## config.mk

```make
export PLATFORM = sky130hd
export DESIGN_NAME = instr_track
export DESIGN_NICKNAME = d
export VERILOG_FILES = /design/src/rtl/instr_track_pkg.sv /design/src/rtl/instr_track_perf_cnt.sv /design/src/rtl/instr_track.sv
export SDC_FILE = /design/constraint.sdc
export NUM_CORES = 1
export LEC_CHECK = 0
export ABC_AREA = 1
export CORE_MARGIN = 1
export CORE_UTILIZATION = 40
export DETAILED_ROUTE_END_ITERATION = 16
export PLACE_DENSITY = 0.69
export SYNTH_ARGS = -nofsm -noshare
export SYNTH_HDL_FRONTEND = slang
export SYNTH_SLANG_ARGS = --single-unit
```

## constraint.sdc

```tcl
create_clock -name clk -period 8.5 [get_ports clk]
set_clock_uncertainty 0.1 [all_clocks]
set_input_delay 1.7 -clock clk [delete_from_list [all_inputs] [get_ports clk]]
set_output_delay 1.7 -clock clk [all_outputs]
set_load 0.005 [all_outputs]
```

## src/rtl/instr_track_pkg.sv

```systemverilog
// Shared core definitions: opcode constants used by the hazard controller,
// the NOP encoding and the per-stage tracking record.
package instr_track_pkg;

  localparam logic [4:0] OPC_LOAD   = 5'b00000;
  localparam logic [4:0] OPC_JALR   = 5'b11001;
  localparam logic [4:0] OPC_JAL    = 5'b11011;
  localparam logic [4:0] OPC_OP_IMM = 5'b00100;
  localparam logic [4:0] OPC_OP     = 5'b01100;
  localparam logic [4:0] OPC_AUIPC  = 5'b00101;
  localparam logic [4:0] OPC_LUI    = 5'b01101;
  localparam logic [4:0] OPC_SYSTEM = 5'b11100;

  // addi x0,x0,0 with the two low bits dropped
  localparam logic [29:0] NOP_INSTR = 30'h0000004;

  typedef struct packed {
    logic [29:0] instr;
    logic        valid;
  } stage_t;

  // Bubbles carry the NOP so the hazard controller sees rd = x0.
  localparam stage_t BUBBLE = '{instr: NOP_INSTR, valid: 1'b0};

endpackage

```

## src/rtl/instr_track_perf_cnt.sv

```systemverilog
// 32-bit wrapping event counter with increment enable and async reset.
module instr_track_perf_cnt (
  input  logic        clk,
  input  logic        rst,
  input  logic        i_inc,
  output logic [31:0] o_count
);

  logic [31:0] r_count;

  always_ff @(posedge clk or posedge rst) begin
    if (rst)
      r_count <= 32'd0;
    else if (i_inc)
      r_count <= r_count + 32'd1;
  end

  assign o_count = r_count;

endmodule

```

## src/rtl/instr_track.sv

```systemverilog
// Pipeline instruction tracker: per-stage instruction/valid state feeding the
// hazard controller, with stall bubbles, redirect flushes and fetch handshake.
module instr_track
  import instr_track_pkg::*;
#(
  parameter int PIPELINE_LENGTH = 4,
  parameter int FLUSH_DEPTH     = 1
) (
  input  logic                              clk,
  input  logic                              rst,
  input  logic                              fetch_valid,
  input  logic [29:0]                       fetch_instr,
  output logic                              fetch_ready,
  input  logic                              stall,
  input  logic                              flush,
  output logic [PIPELINE_LENGTH-1:0][29:0]  instr,
  output logic [PIPELINE_LENGTH-1:0]        valid,
  output logic                              retire_valid,
  output logic [31:0]                       retire_count,
  output logic [31:0]                       bubble_count
);

  stage_t r_stage [PIPELINE_LENGTH];
  stage_t w_next  [PIPELINE_LENGTH];
  logic   w_transfer;
  logic   w_bubbleInc;

  assign fetch_ready = !stall && !flush && !rst;
  assign w_transfer  = fetch_valid && fetch_ready;
  assign w_bubbleInc = stall && !flush;

  // Flush beats stall; stage 0 only holds on a pure stall.
  always_comb begin
    w_next[0] = BUBBLE;
    if (!flush && stall)
      w_next[0] = r_stage[0];
    else if (w_transfer)
      w_next[0] = '{instr: fetch_instr, valid: 1'b1};
    for (int i = 1; i < PIPELINE_LENGTH; i++) begin
      w_next[i] = r_stage[i-1];
      if ((flush && i <= FLUSH_DEPTH) || (!flush && stall && i == 1))
        w_next[i] = BUBBLE;
    end
  end

  always_ff @(posedge clk or posedge rst) begin
    if (rst) begin
      for (int i = 0; i < PIPELINE_LENGTH; i++)
        r_stage[i] <= BUBBLE;
    end else begin
      for (int i = 0; i < PIPELINE_LENGTH; i++)
        r_stage[i] <= w_next[i];
    end
  end

  for (genvar g = 0; g < PIPELINE_LENGTH; g++) begin : g_out
    assign instr[g] = r_stage[g].instr;
    assign valid[g] = r_stage[g].valid;
  end

  assign retire_valid = r_stage[PIPELINE_LENGTH-1].valid;

  instr_track_perf_cnt u_retireCnt (
    .clk     (clk),
    .rst     (rst),
    .i_inc   (retire_valid),
    .o_count (retire_count)
  );

  instr_track_perf_cnt u_bubbleCnt (
    .clk     (clk),
    .rst     (rst),
    .i_inc   (w_bubbleInc),
    .o_count (bubble_count)
  );

endmodule

```

==> results.ini, run 1 <==
[outcome]
outcome=finished clean

[global_routing]
use_met1_pct=24.8
grt.busiest_layer=met2
antenna_found_initial=1
grt_max_degree=124
track_usage_pct=18.7
use_met3_pct=5.20
grt-ovfl-total=0
use_met2_pct=30.5
first_global_vias=5422
grt_pass1_wl_um=28600

[clocking]
clk_latency_ns=0.42
clkSinkCount=188
holdBufCountCts=0
postCtsSetupBuffers=0
post_cts_resized=0
clockBufferDepth=2
cts-root-buf=clkbuf_16
htreeDepth=4
cts_inserted_buffers=17
cts.reportedPaths.clkPinSlew_ns=0.07
cts_tree=built

[place]
numPortBuffers=224
dp_hpwl_um=12700
globalplace.congestion=0.854
dp.cells=1155

[timing]
period_share_pct=55.9
rsz0062_at_grt=no
whs_ns=0.263
fin_tns_setup_ns=0
slew_violations=0
max_freq_mhz=210
post-route-min-period_ns=4.75
finalHoldViolCount=0
setup_viol=0
tightest_slew_ns=0.840
relSlewSlack_pct=43.8

[layout]
fill_cells=1636
antenna_cells=0
finish.utilization_pct=54.8
nets=977
final_cells=1187
syn2layout_area_growth_pct=33.9
layout-drive-gt1-share_pct=7.24

[floorplan]
core_um2=18800
num_io_pins=225
dieArea_um2=19800
initial_core_util_pct=40.9
die_x_um=141
fp-row-count=50
die_y_um=141

[critical_path]
start_kind=primary input
worstPathArrival_ns=2.95
reg2reg_depth=8
cp.required_ns=6.70
path_max_fanout=3
endpoint=fetch_ready
worstSetupPathType=in2out
r2r-end=u_bubbleCnt.o_count[30]$_DFFE_PP0P_
r2r_start=u_bubbleCnt.o_count[0]$_DFFE_PP0P_
crit_start=stall
end_kind=primary output
rrSetupSlack_ns=6.85

[synth]
synth_top_family_by_area=simple AND/OR/NAND/NOR gates
synthTopCellsByCount=dfrtp_1 (184), nand2_1 (150), nor2_1 (91)
synthFlopType=dfrtp_1
synth_area_um2=7680
ys_async_sr_fraction_pct=100
syn_inst=770
synthMuxAreaShare_pct=0
synth_cell_type_count=28
synthAdderAreaFrac_pct=0.326
syn_avg_cell_area_um2=9.98
yosys.area_share.simple_pct=20.4
synth_compound_area_share_pct=2.23
synth_edf_count=0
ys_seq_area_share_pct=61.3
ys_seq_elements=188
synthTopCellsByArea=dfrtp_1 (60%), nand2_1 (7.3%), buf_4 (6.3%)
synthXorXnorAreaFrac_pct=4.67
synth_fp_nets=807
yosysTopAreaCell=dfrtp_1
synthMostInstantiatedCell=dfrtp_1
yosys.area.top_type_share_pct=59.9
yosys_warnings=0

[detailed_routing]
wl_um=17500
drc=0
firstDrtPassIters=4
vias_per_cell=4.64
dr.first_iter.drc_count=220
post_drt_wl_per_cell_um=14.8
via_count=5504
ant_nets=0

[power]
power_density_nw_per_um2=182
ir_drop_uv=139
finalPower_w=0.00187
power.leakage_nw=4.58

[min_path]
hold_path.class=reg2reg

[run]
cap_violations=0

## cell type report
type	count	area [um^2]	share of cell area [%]
Timing Repair Buffer	228	2270	22.1
Multi-Input combinational cell	422	2120	20.6
Inverter	83	319	3.10
Clock inverter	12	111	1.08
Tap cell	234	293	2.85
Sequential cell	188	4710	45.8
Clock buffer	20	457	4.44
## metal layers
metal | part of all wire [%] | wire length, um
met2 | 48 | 8440
met4 | 0.58 | 101
met5 | 0 | 0
met1 | 45 | 7900
met3 | 6.2 | 1090
## worst max-delay path: stages
cell and delay (ns):
clkdlybuf4s50_1 0.47, nor2_1 0.12, inv_1 0.07, nor2_2 0.09, clkdlybuf4s50_1 0.51
## flip-flops by register name (all words and copies together), names as in the netlist
name / count
instr: 120
retire_valid: 1
u_bubbleCnt.o_count: 32
u_retireCnt.o_count: 32
valid: 3
## how the worst min path moves through the flow
stage / slack, ns / endpoint / cells after the start / startpoint
after global placement: 0.25 / instr[98]$_DFF_PP0_ / 0 / instr[68]$_DFF_PP0_
after global routing: 0.27 / instr[92]$_DFF_PP1_ / 0 / instr[62]$_DFF_PP1_
after floorplan: 0.25 / instr[62]$_DFF_PP1_ / 0 / instr[32]$_DFF_PP1_
final: 0.26 / instr[92]$_DFF_PP1_ / 0 / instr[62]$_DFF_PP1_
after CTS: 0.27 / instr[92]$_DFF_PP1_ / 0 / instr[62]$_DFF_PP1_
after detailed placement: 0.26 / instr[92]$_DFF_PP1_ / 0 / instr[62]$_DFF_PP1_
## stage by stage
step	worst slack (ns)	cell area [um^2]
after global routing	3.63	10300
final	3.75	10300
after global placement	3.74	9720
after detailed placement	3.75	9720
after floorplan	1.59	7680
after CTS	3.74	10300
## power breakdown
part           internal [W]  switching [W]  leakage, nW
logic             0.0000804      0.0000703         1.73
registers          0.000922      0.0000335         2.58
clock network      0.000423       0.000338        0.274
total               0.00143       0.000442         4.58
## cell usage in the layout, fill, tap and decap left out, drive strengths merged, types with 4 or more instances in the layout
cell             n
nand4           10
nand3           57
nor3             4
xnor2           22
xor2            19
dfstp            4
buf              4
o21ai           33
clkdlybuf4s50  224
nand2          154
nor2           110
dfrtp          184
inv             88
nand3b           9
clkbuf          20
## logic make-up after synthesis
group / Yosys count
compound gates: 34
flops: 188
simple gates: 345
xor+xnor: 41
fa+ha+maj: 2
buf+inv: 160
No activity file was read; power rests on OpenSTA's default activity.
==> run 2, diff against run 1 <==
--- a/config.mk
+++ b/config.mk
@@ -9,7 +9,7 @@
 export CORE_MARGIN = 1
 export CORE_UTILIZATION = 40
 export DETAILED_ROUTE_END_ITERATION = 16
-export PLACE_DENSITY = 0.69
+export PLACE_DENSITY = 0.72
 export SYNTH_ARGS = -nofsm -noshare
 export SYNTH_HDL_FRONTEND = slang
 export SYNTH_SLANG_ARGS = --single-unit
==> constraint.sdc (replaced) <==
create_clock -name clk -period 4.25 [get_ports clk]
set_clock_uncertainty 0.1 [all_clocks]
set_input_delay 0.85 -clock clk [delete_from_list [all_inputs] [get_ports clk]]
set_output_delay 0.85 -clock clk [all_outputs]
set_load 0.005 [all_outputs]
==> results.ini, run 2 (synthesis gave the netlist of run 1 again) <==
[outcome]
outcome=finished clean

[detailed_routing]
dr_wl_met3_um=1180
ant_nets=0
post_drt_wl_per_cell_um=14.9
routed.top_layer=met4
drc=0
via_count=5519
dr.first_iter.drc_count=163
wl_um=17800
wl_met1_um=7890
firstDrtPassIters=4
wl_met2_um=8510
vias_per_cell=4.64

[min_path]
min_to=instr[111]$_DFF_PP0_
hp-start=instr[81]$_DFF_PP0_
hold_path.class=reg2reg
hold_depth=0

[layout]
fill_cells=1638
largest_reg_flops=120
final_cells=1189
final_area_um2=10400
syn2layout_area_growth_pct=34.9
layout-drive-gt1-share_pct=7.44
layout_common_cells=clkdlybuf4s50_1 (224), dfrtp_1 (184), nand2_1 (150), nor2_1 (90), inv_1 (81)
nets=979
final_common_cell=clkdlybuf4s50_1

[floorplan]
core_um2=18800
num_io_pins=225
die_y_um=141
die_x_um=141
dieArea_um2=19800
fp-row-count=50
initial_core_util_pct=40.9

[timing]
layout_setup_ws_ns=1.23
slew_violations=0
max_freq_mhz=331
rsz0062_at_grt=no
fin_tns_setup_ns=0
period_share_pct=71.0
tightest_slew_ns=0.857
post-route-min-period_ns=3.02
setup_viol=0
relSlewSlack_pct=42.6
finalHoldViolCount=0

[clocking]
clockBufferDepth=2
cts_tree=built
cts-root-buf=clkbuf_16
cts.reportedPaths.clkPinSlew_ns=0.07
htreeDepth=4
postCtsSetupBuffers=0
holdBufCountCts=0
clkSinkCount=188
clk_latency_ns=0.42
post_cts_resized=0
cts_inserted_buffers=17

[critical_path]
r2r_start=u_bubbleCnt.o_count[0]$_DFFE_PP0P_
path_max_fanout=3
reg2reg_depth=8
worstPathArrival_ns=2.07
cp.required_ns=3.30
rrSetupSlack_ns=2.59
crit_start=stall
worstSetupPathType=in2out
start_kind=primary input
r2r-end=u_bubbleCnt.o_count[30]$_DFFE_PP0P_
end_kind=primary output

[global_routing]
grt_max_degree=70
grt_pass1_wl_um=28500
first_global_vias=5455
grt-ovfl-total=0
antenna_found_initial=1
track_usage_pct=18.7

[power]
power.leakage_nw=4.61
finalPower_w=0.00386
ir_drop_uv=287
power_density_nw_per_um2=372

[place]
placed_area_um2=9750
pre_cts_ws_ns=1.20
dp_hpwl_um=12800
dp.cells=1157
numPortBuffers=224
globalplace.congestion=0.842

[run]
cap_violations=0

[run 2: how the worst max path moves through the flow]
stage | to
finish | fetch_ready
detailed placement | u_bubbleCnt.o_count[19]$_DFFE_PP0P_
global route | fetch_ready
global placement | fetch_ready
CTS | fetch_ready
floorplan | instr[0]$_DFFE_PP0N_
[run 2: final cells by class]
cell class | instances | area (um^2) | area share [%]
tap | 234 | 293 | 2.82
antenna | 1 | 2.50 | 0.0241
timing repair buffer | 230 | 2310 | 22.3
multi-input combinational | 422 | 2120 | 20.5
clock buffer | 17 | 425 | 4.10
sequential | 188 | 4710 | 45.4
inverter | 83 | 315 | 3.04
clock inverter | 14 | 184 | 1.77
[run 2: critical path, stage by stage]
cell and delay [ns]:
clkdlybuf4s50_1 0.45, nor2_1 0.10, inv_1 0.07, nor2_2 0.09
clkdlybuf4s50_1 0.51
[run 2: report_power, final]
| part | internal [W] | leakage, nW | switching [W] |
|---|---|---|---|
| clock network | 0.000938 | 0.291 | 0.000702 |
| logic | 0.000164 | 1.74 | 0.000136 |
| registers | 0.00184 | 2.58 | 0.0000714 |
[run 2: metal layers]
| metal | track usage, % | vias up |
|---|---|---|
| li1 | - | 2663 |
| met1 | 23.9 | 2661 |
| met2 | 31.2 | 179 |
| met3 | 5.71 | 16 |
| met4 | 4.75 | 0 |
| met5 | 0 | - |
[run 2: stage by stage]
| step | util [%] | hold WS, ns |
|---|---|---|
| 2_1_floorplan | - | 0.254 |
| 4_1_cts | 55.2 | 0.275 |
| 3_5_place_dp | 52.0 | 0.260 |
| 6_report | 55.2 | 0.274 |
| 3_3_place_gp | 52.0 | 0.256 |
| 5_1_grt | 55.2 | 0.273 |
==> run 3, diff against run 2 <==
--- a/config.mk
+++ b/config.mk
@@ -9,7 +9,7 @@
 export CORE_MARGIN = 1
 export CORE_UTILIZATION = 40
 export DETAILED_ROUTE_END_ITERATION = 16
-export PLACE_DENSITY = 0.72
+export PLACE_DENSITY = 0.69
 export SYNTH_ARGS = -nofsm -noshare
 export SYNTH_HDL_FRONTEND = slang
 export SYNTH_SLANG_ARGS = --single-unit
==> constraint.sdc (replaced) <==
create_clock -name clk -period 3.07 [get_ports clk]
set_clock_uncertainty 0.1 [all_clocks]
set_input_delay 0.614 -clock clk [delete_from_list [all_inputs] [get_ports clk]]
set_output_delay 0.614 -clock clk [all_outputs]
set_load 0.005 [all_outputs]
==> results.ini, run 3 (synthesis gave the netlist of run 1 again) <==
[outcome]
outcome=finished clean

[timing]
max_freq_mhz=390
post-route-min-period_ns=2.56
finalHoldViolCount=0
relSlewSlack_pct=62.8
rsz0062_at_grt=no
fin_tns_setup_ns=0
whs_ns=0.267
slew_violations=0
period_share_pct=83.4
setup_viol=0
tightest_slew_ns=0.557

[clocking]
holdBufCountCts=0
cts_tree=built
postCtsSetupBuffers=0
post_cts_resized=0
cts-root-buf=clkbuf_16
clockBufferDepth=2
clkSinkCount=188
htreeDepth=4
cts_inserted_buffers=17
cts.reportedPaths.clkPinSlew_ns=0.07
clk_latency_ns=0.42

[detailed_routing]
wl_met2_um=8360
wl_met1_um=8000
drc=0
ant_nets=0
dr.first_iter.drc_count=237
vias_per_cell=4.61
post_drt_wl_per_cell_um=14.8
routed.top_layer=met4
firstDrtPassIters=5
via_count=5499
dr_wl_met3_um=1130
wl_um=17700

[global_routing]
grt_pass1_wl_um=28700
antenna_found_initial=0
track_usage_pct=18.8
grt_max_degree=44
first_global_vias=5433
grt-ovfl-total=0

[min_path]
hp-start=instr[62]$_DFF_PP1_
hold_path.class=reg2reg

[floorplan]
dieArea_um2=19800
num_io_pins=225
initial_core_util_pct=40.9
fp-row-count=50
die_x_um=141
core_um2=18800
die_y_um=141

[layout]
antenna_cells=0
final_common_cell=clkdlybuf4s50_1
largest_reg_flops=120
layout-drive-gt1-share_pct=7.92
syn2layout_area_growth_pct=35.4
layout_common_cells=clkdlybuf4s50_1 (224), dfrtp_1 (184), nand2_1 (150), nor2_1 (90), inv_1 (81)
fill_cells=1680
final_area_um2=10400
nets=984

[critical_path]
path_max_fanout=3
worstSetupPathType=in2out
worstPathArrival_ns=1.85
r2r_start=u_bubbleCnt.o_count[0]$_DFFE_PP0P_
start_kind=primary input
crit_start=stall
end_kind=primary output
cp.required_ns=2.36

[run]
cap_violations=0

[place]
numPortBuffers=224
dp_hpwl_um=13000
globalplace.congestion=0.854
placed_area_um2=9820

[power]
ir_drop_uv=387
finalPower_w=0.00527
power_density_nw_per_um2=507
power.leakage_nw=4.64

==> run 3: cell types whose count changed in the layout (fill, tap and decap cells not counted) <==
cell       previous run  this run
inv_8                 2         1
clkinv_2              1         2
bufinv_16             3         2
diode_2               1         0
inv_6                 4         5
buf_12                2         4
clkbuf_1              0         1
buf_4                 4         7
==> run 3: final cells by class <==
class                           count  area (um^2)  share of cell area (%)
Clock buffer                       18          429                    4.13
Clock inverter                     14          156                    1.50
Inverter                           83          315                    3.03
Multi-Input combinational cell    422         2120                    20.4
Sequential cell                   188         4710                    45.3
Tap cell                          234          293                    2.81
Timing Repair Buffer              235         2370                    22.8
==> run 3: stage by stage <==
| step | util (%) | instances | worst slack, ns |
|---|---|---|---|
| after floorplan | - | 770 | -0.0612 |
| after global placement | 52.3 | 1162 | 0.511 |
| after detailed placement | 52.3 | 1162 | 0.505 |
| after CTS | 55.4 | 1194 | 0.494 |
| after global routing | 55.4 | 1194 | 0.448 |
| final | 55.4 | 1194 | 0.509 |
==> run 3: metal layers <==
| metal | up-vias | track usage, % |
|---|---|---|
| met5 | - | 0 |
| met3 | 17 | 5.16 |
| met4 | 0 | 4.81 |
| met2 | 187 | 31.7 |
| li1 | 2679 | - |
| met1 | 2616 | 24.1 |
==> run 3: report_power, final <==
part | internal, W | switching, W
combinational | 0.000235 | 0.000197
clock | 0.00122 | 0.000975
sequential | 0.00255 | 0.0000946
==> run 3: worst max-delay path, cell delays in order <==
cell             delay, ns
clkdlybuf4s50_1       0.45
nor2_1                0.10
inv_1                 0.07
nor2_2                0.10
clkdlybuf4s50_1       0.51
==> run 3: final timing paths <==
path / depth (start not counted) / slack (ns) / to
worst max-delay path: 5 / 0.51 / fetch_ready
worst min-delay path: 0 / 0.27 / instr[92]$_DFF_PP1_
worst max register to register: 8 / 1.39 / u_bubbleCnt.o_count[22]$_DFFE_PP0P_
worst min register to register: 0 / 0.27 / instr[92]$_DFF_PP1_
max in group asynchronous: 3 / 1.60 / instr[92]$_DFF_PP1_
min in group asynchronous: 2 / 0.63 / valid[0]$_DFFE_PP0N_
